==> config.mk <==
export PLATFORM = sky130hd
export DESIGN_NAME = elevator_car_motion_flat
export DESIGN_NICKNAME = d
export VERILOG_FILES = /design/src/rtl/elevator_pkg.sv /design/src/rtl/elevator_car_motion_if.sv /design/src/rtl/elevator_car_motion_cycle_timer.sv /design/src/rtl/elevator_car_motion.sv /design/src/flat_wrapper.sv
export SDC_FILE = /design/constraint.sdc
export NUM_CORES = 1
export LEC_CHECK = 0
export CORE_MARGIN = 1.5
export CORE_UTILIZATION = 40
export CTS_CLUSTER_SIZE = 12
export DETAILED_ROUTE_END_ITERATION = 8
export MAX_ROUTING_LAYER = met4
export PLACE_DENSITY = 0.65
export SYNTH_ARGS = -nofsm -noshare
export SYNTH_HDL_FRONTEND = slang
export SYNTH_SLANG_ARGS = --single-unit
==> constraint.sdc <==
create_clock -name clk -period 1.4 [get_ports clk]
set_clock_uncertainty 0.1 [all_clocks]
set_input_delay 0.28 -clock clk [delete_from_list [all_inputs] [get_ports clk]]
set_output_delay 0.28 -clock clk [all_outputs]
set_load 0.05 [all_outputs]
==> src/rtl/elevator_pkg.sv <==
// Shared types for the elevator blocks.
//   floor_t      : 2-bit floor code (0..3), also used by the floor-change detector
//   NUM_FLOORS   : number of served floors
//   car_state_t  : car motion FSM states
package elevator_pkg;
    typedef logic [1:0] floor_t;
    localparam int NUM_FLOORS = 4;
    typedef enum logic [1:0] {IDLE, MOVE, DOOR} car_state_t;
endpackage

==> src/rtl/elevator_car_motion_if.sv <==
// Request/status bundle between a requester (master) and the car (slave).
//   req_valid/req_floor : target-floor request, master -> car
//   req_ready           : car can take a request this cycle
//   floor               : registered car position
//   moving/dir_up       : travel status, dir_up meaningful only while moving
//   door_open/arrived   : door status and one-cycle arrival pulse
interface elevator_car_motion_if;
    import elevator_pkg::*;
    logic   req_valid;
    floor_t req_floor;
    logic   req_ready;
    floor_t floor;
    logic   moving;
    logic   dir_up;
    logic   door_open;
    logic   arrived;

    modport master (
        output req_valid, req_floor,
        input  req_ready, floor, moving, dir_up, door_open, arrived
    );
    modport slave (
        input  req_valid, req_floor,
        output req_ready, floor, moving, dir_up, door_open, arrived
    );
endinterface

==> src/rtl/elevator_car_motion_cycle_timer.sv <==
// cycle_timer: up-counter with terminal-count flag, shared by travel and door
// intervals.
//   clk, rst : clock, synchronous active-high reset
//   clr_i    : force count to 0 (held while the owner is idle)
//   en_i     : count enable
//   term_i   : terminal value; count wraps to 0 on the edge after reaching it
//   tc_o     : count == term_i
module cycle_timer #(
    parameter int W = 2
) (
    input  logic         clk,
    input  logic         rst,
    input  logic         clr_i,
    input  logic         en_i,
    input  logic [W-1:0] term_i,
    output logic         tc_o
);
    logic [W-1:0] cnt_q, cnt_d;

    assign tc_o = (cnt_q == term_i);

    always_comb begin
        cnt_d = cnt_q;
        if (clr_i)      cnt_d = '0;
        else if (en_i)  cnt_d = tc_o ? '0 : cnt_q + 1'b1;
    end

    always_ff @(posedge clk) begin
        if (rst) cnt_q <= '0;
        else     cnt_q <= cnt_d;
    end
endmodule

==> src/rtl/elevator_car_motion.sv <==
// Car-motion controller for a 4-floor elevator. Accepts one target floor at a
// time, steps the registered floor one position per TRAVEL_CYCLES toward it,
// then holds the door open for DOOR_CYCLES before taking the next request.
//   clk, rst : clock, synchronous active-high reset
//   bus      : request/status interface (slave side)
// req_ready is a pure decode of the IDLE state; all other outputs registered.
module elevator_car_motion
    import elevator_pkg::*;
#(
    parameter int TRAVEL_CYCLES = 100,
    parameter int DOOR_CYCLES   = 50
) (
    input logic                  clk,
    input logic                  rst,
    elevator_car_motion_if.slave bus
);
    localparam int MAX_CYCLES = (TRAVEL_CYCLES > DOOR_CYCLES) ? TRAVEL_CYCLES : DOOR_CYCLES;
    localparam int CW         = (MAX_CYCLES > 2) ? $clog2(MAX_CYCLES) : 1;
    localparam logic [CW-1:0] TRAVEL_TC = CW'(TRAVEL_CYCLES - 1);
    localparam logic [CW-1:0] DOOR_TC   = CW'(DOOR_CYCLES - 1);

    car_state_t state_q, state_d;
    floor_t     floor_q, floor_d, target_q, target_d, next_floor;
    logic       moving_q, moving_d, dir_up_q, dir_up_d;
    logic       door_q, door_d, arrived_q, arrived_d;
    logic       tmr_tc;

    // Counter is parked at 0 in IDLE so both MOVE and DOOR start from a clean
    // count; in MOVE it wraps itself at each floor step, so DOOR entry from
    // MOVE also starts at 0.
    cycle_timer #(.W(CW)) u_timer (
        .clk    (clk),
        .rst    (rst),
        .clr_i  (state_q == IDLE),
        .en_i   (state_q != IDLE),
        .term_i ((state_q == MOVE) ? TRAVEL_TC : DOOR_TC),
        .tc_o   (tmr_tc)
    );

    // dir_up always points at target, so this never wraps 0<->3.
    assign next_floor = dir_up_q ? floor_q + 2'd1 : floor_q - 2'd1;

    always_comb begin
        state_d   = state_q;
        floor_d   = floor_q;
        target_d  = target_q;
        moving_d  = moving_q;
        dir_up_d  = dir_up_q;
        door_d    = door_q;
        arrived_d = 1'b0;
        case (state_q)
            IDLE: if (bus.req_valid) begin
                target_d = bus.req_floor;
                if (bus.req_floor == floor_q) begin
                    state_d   = DOOR;
                    door_d    = 1'b1;
                    arrived_d = 1'b1;
                end else begin
                    state_d  = MOVE;
                    moving_d = 1'b1;
                    dir_up_d = (bus.req_floor > floor_q);
                end
            end
            MOVE: if (tmr_tc) begin
                floor_d = next_floor;
                if (next_floor == target_q) begin
                    state_d   = DOOR;
                    moving_d  = 1'b0;
                    door_d    = 1'b1;
                    arrived_d = 1'b1;
                end
            end
            DOOR: if (tmr_tc) begin
                state_d = IDLE;
                door_d  = 1'b0;
            end
            default: state_d = IDLE;
        endcase
    end

    always_ff @(posedge clk) begin
        if (rst) begin
            state_q   <= IDLE;
            floor_q   <= '0;
            target_q  <= '0;
            moving_q  <= 1'b0;
            dir_up_q  <= 1'b0;
            door_q    <= 1'b0;
            arrived_q <= 1'b0;
        end else begin
            state_q   <= state_d;
            floor_q   <= floor_d;
            target_q  <= target_d;
            moving_q  <= moving_d;
            dir_up_q  <= dir_up_d;
            door_q    <= door_d;
            arrived_q <= arrived_d;
        end
    end

    assign bus.req_ready = (state_q == IDLE);
    assign bus.floor     = floor_q;
    assign bus.moving    = moving_q;
    assign bus.dir_up    = dir_up_q;
    assign bus.door_open = door_q;
    assign bus.arrived   = arrived_q;
endmodule

==> src/flat_wrapper.sv <==
// flat-port wrapper written by rule: the top's interface ports become plain ports
module elevator_car_motion_flat import elevator_pkg::*;
#(
    parameter int TRAVEL_CYCLES = 100,
    parameter int DOOR_CYCLES   = 50
)
  (clk, rst, bus_req_valid, bus_req_floor, bus_req_ready, bus_floor, bus_moving, bus_dir_up, bus_door_open, bus_arrived);
  elevator_car_motion_if bus_i ();
  input logic clk;
  input logic rst;
  input wire logic [$bits(bus_i.req_valid)-1:0] bus_req_valid;
  input wire logic [$bits(bus_i.req_floor)-1:0] bus_req_floor;
  output wire logic [$bits(bus_i.req_ready)-1:0] bus_req_ready;
  output wire logic [$bits(bus_i.floor)-1:0] bus_floor;
  output wire logic [$bits(bus_i.moving)-1:0] bus_moving;
  output wire logic [$bits(bus_i.dir_up)-1:0] bus_dir_up;
  output wire logic [$bits(bus_i.door_open)-1:0] bus_door_open;
  output wire logic [$bits(bus_i.arrived)-1:0] bus_arrived;
  assign bus_i.req_valid = bus_req_valid;
  assign bus_i.req_floor = bus_req_floor;
  assign bus_req_ready = bus_i.req_ready;
  assign bus_floor = bus_i.floor;
  assign bus_moving = bus_i.moving;
  assign bus_dir_up = bus_i.dir_up;
  assign bus_door_open = bus_i.door_open;
  assign bus_arrived = bus_i.arrived;
  elevator_car_motion #(.TRAVEL_CYCLES(TRAVEL_CYCLES), .DOOR_CYCLES(DOOR_CYCLES)) u_core (.clk(clk), .rst(rst), .bus(bus_i));
endmodule
==> flow_summary.ini <==
[logic_synthesis]
mappedNetlistArea_um2 = 867
synth_warnings = 0
synth_cells = 95
synth-simple-area-share_pct = 25.5
synth_xor_area_share_pct = 9.67
synth_mux_area_share_pct = 2.74
synth_top_family_by_area = simple AND/OR/NAND/NOR gates
synth.avg_cell_area_um2 = 9.13
synth_cell_type_count = 37
synth_seq_area_share_pct = 39.2
synth_nets = 103
synth_fa_ha_area_share_pct = 4.33
synth_seq_cells = 17
synth-compound-area-share_pct = 14.4

[place]
dpl_cell_area_um2 = 1310
io_buffers = 11
routabilityCongestion = 0.826
hpwlAfterDp_um = 1630
dp_cells = 155
dp_slack_ns = -0.502

[grt]
grt_usage_pct = 21.5
grt_max_degree = 11
grt_remaining_overflow = 0
grt_pass1_wl_um = 3950
antenna_found_initial = 0
grt_pass1_vias = 891

[floorplan]
die_area_um2 = 2460
start_util_pct = 43.3
fp.dieH_um = 49.6
rows = 16
chipWidth_um = 49.6
ios = 12
core-area_um2 = 2000

[worst_setup_path]
start_kind = flip-flop
critPathKind = reg -> reg
cp_num_buf_inv = 0
critPathMaxFanout = 3
crit_path_end_kind = flip-flop
crit_family = XOR/XNOR gates
cpPeakStageDelay_ns = 0.40
crit_chain = xnor3_1 -> mux2i_2 -> nor3_2 -> o311a_1
slowest_stage = xnor3_1
required_ns = 1.49
cp.arrival_ns = 1.71

[timing]
worst_slew_pin_slew_ns = 0.324
fin_crit_sh_pct = 116
min_period_ns = 1.62
hold_viol_final = 0
final_max_slew_viol_count = 0
max-slew-margin-rel_pct = 78.3
max_freq_mhz = 616
holdWs_ns = 0.182
setup_viol = 8
rsz0062_at_grt = true
setup_slack_ns = -0.223

[layout]
drive_gt1_share_pct = 59.0
area_growth_pct = 77.5
seq_area_um2 = 358
final_cells = 166
final_nets = 148
fillers = 129
final_cell_mix = buf_4 (27), dfxtp_1 (9), nor2_1 (8), buf_12 (7)
layout_commonest_cell = buf_4
diodes = 0
multi_input_area_um2 = 672
final_area_um2 = 1540

[routing]
drc_errors = 0
drt_iter0_drc = 12
vias_per_cell = 5.16
via_count = 856
routed_wl_um = 2520
final_antenna_net_count = 0
dr.pass1.iters = 4
wl_per_cell_um = 15.2

[clock_network]
root_buffer = clkbuf_4
clk_pin_slew_worst_paths_ns = 0.11
cts_tree = done
clk_path_buf_depth = 2
clock_latency_ns = 0.29
cts_sinks = 17
numCtsBuffers = 3
cts-htree-levels = 1

[pwr]
combPwrFrac_pct = 37.1
p_clk_share_pct = 21.1
seqPwrFrac_pct = 41.8
finalPower_uw = 1290
p_switching_uw = 422
ir_drop_uv = 609
p_leak_uw = 0.000604
p_sw_share_pct = 32.9
powerDensity_nw_per_um2 = 835
p_int_uw = 863

[flow_run]
max-cap-violations = 0

[status]
violations = negative setup slack
status = finished with violations

[min_path]
min_path_type = in -> reg
## final timing paths
check | start | endpoint | slack [ns] | cells past startpoint
max | u_core.target_q[1] | u_core.bus.door_open | -0.22 | 4
min | bus_req_floor[0] | u_core.target_q[0] | 0.18 | 3
max reg2reg | u_core.target_q[1] | u_core.bus.door_open | -0.22 | 4
min reg2reg | u_core.target_q[1] | u_core.target_q[1] | 0.36 | 2
## tightest hold or removal path, stage by stage
cell	delay (ns)
dlymetal6s2s_1	0.11
mux2i_1	0.08
nor2_1	0.07
## cell usage after synthesis
| cell | instances | area (µm²) |
|---|---|---|
| a21o_1 | 1 | 7.51 |
| nand4bb_1 | 1 | 11.3 |
| or2_2 | 1 | 6.26 |
| nor3_2 | 1 | 10.0 |
| xor2_1 | 4 | 35.0 |
| o21ai_0 | 1 | 5.00 |
| a221oi_2 | 1 | 15.0 |
| nor2_1 | 15 | 56.3 |
| ha_1 | 3 | 37.5 |
| and4bb_2 | 2 | 25.0 |
| xnor3_1 | 1 | 22.5 |
| mux2i_2 | 1 | 13.8 |
| a22oi_2 | 1 | 12.5 |
| nor2b_1 | 3 | 18.8 |
| nand3_1 | 6 | 30.0 |
| a211oi_1 | 1 | 7.51 |
| o2111ai_1 | 1 | 8.76 |
| nand2_1 | 7 | 26.3 |
| buf_6 | 1 | 11.3 |
| or3_1 | 1 | 6.26 |
| o31ai_1 | 1 | 7.51 |
| a22o_1 | 1 | 8.76 |
| mux2i_1 | 1 | 10.0 |
| xnor2_1 | 3 | 26.3 |
| dfxtp_1 | 17 | 340 |
| nand2b_1 | 1 | 6.26 |
| and2_2 | 1 | 7.51 |
| o311a_1 | 1 | 10.0 |
| a41oi_1 | 1 | 8.76 |
| a21oi_1 | 3 | 15.0 |
| nor3_1 | 2 | 10.0 |
| o21ai_1 | 1 | 5.00 |
| o21bai_1 | 1 | 7.51 |
| inv_1 | 5 | 18.8 |
| nor3b_1 | 1 | 7.51 |
| buf_2 | 1 | 5.00 |
| a31oi_1 | 1 | 6.26 |
## area by class of cell
type / instances / area share, %
repair buffers: 42 / 27.9
inverters: 5 / 1.22
clock inverters: 1 / 0.325
multi-input cells: 71 / 43.7
flip-flops and latches: 17 / 23.3
well taps: 27 / 2.20
clock buffers: 3 / 1.46
## power groups by stage
stage	logic [µW]	registers [µW]	clock network, µW
after floorplan	160	589	0
after global placement	387	545	0
after detailed placement	391	547	0
after CTS	432	537	281
after global routing	501	541	296
final	477	537	272
## stage by stage
| stage | setup TNS, ns | util [%] |
|---|---|---|
| detailed placement | -2.53 | 65.4 |
| global placement | -2.44 | 65.4 |
| finish | -1.01 | 76.9 |
| CTS | -1.07 | 70.7 |
| floorplan | -0.692 | - |
| global route | -1.48 | 76.9 |
## layer usage
| metal | part of all wire, % | track usage, % | vias up |
|---|---|---|---|
| li1 | - | - | 423 |
| met5 | 0 | - | - |
| met3 | 2.5 | 4.55 | 6 |
| met2 | 53 | 36.2 | 15 |
| met4 | 1.4 | 7.41 | 0 |
| met1 | 43 | 25.3 | 412 |
## logic make-up (layout without fill, tap and decap cells)
logic type / after synthesis / after routing
AO/OA/AOI/OAI: 16 / 16
AND/OR/NAND/NOR: 42 / 42
XOR/XNOR: 8 / 8
multiplexers: 2 / 2
flip-flops: 17 / 17
buffers and inverters: 7 / 51
adder cells (fa/ha/maj): 3 / 3
## what timing repair did
item | in CTS | in global routing
setup endpoints to repair | 10 | 15
hold buffers | 0 | 0
setup buffers | 7 | 2
pin swaps | 7 | 13
gates resized for setup | 10 | 26
## sequential cells by signal, summed over array words and instances, names as in the netlist
name	flops
u_core.u_timer.cnt_q	7
u_core.bus.floor	2
u_core.state_q	2
u_core.target_q	2
u_core.bus.arrived	1
u_core.bus.dir_up	1
u_core.bus.door_open	1
u_core.bus.moving	1
(Power assumes the default switching activity.)
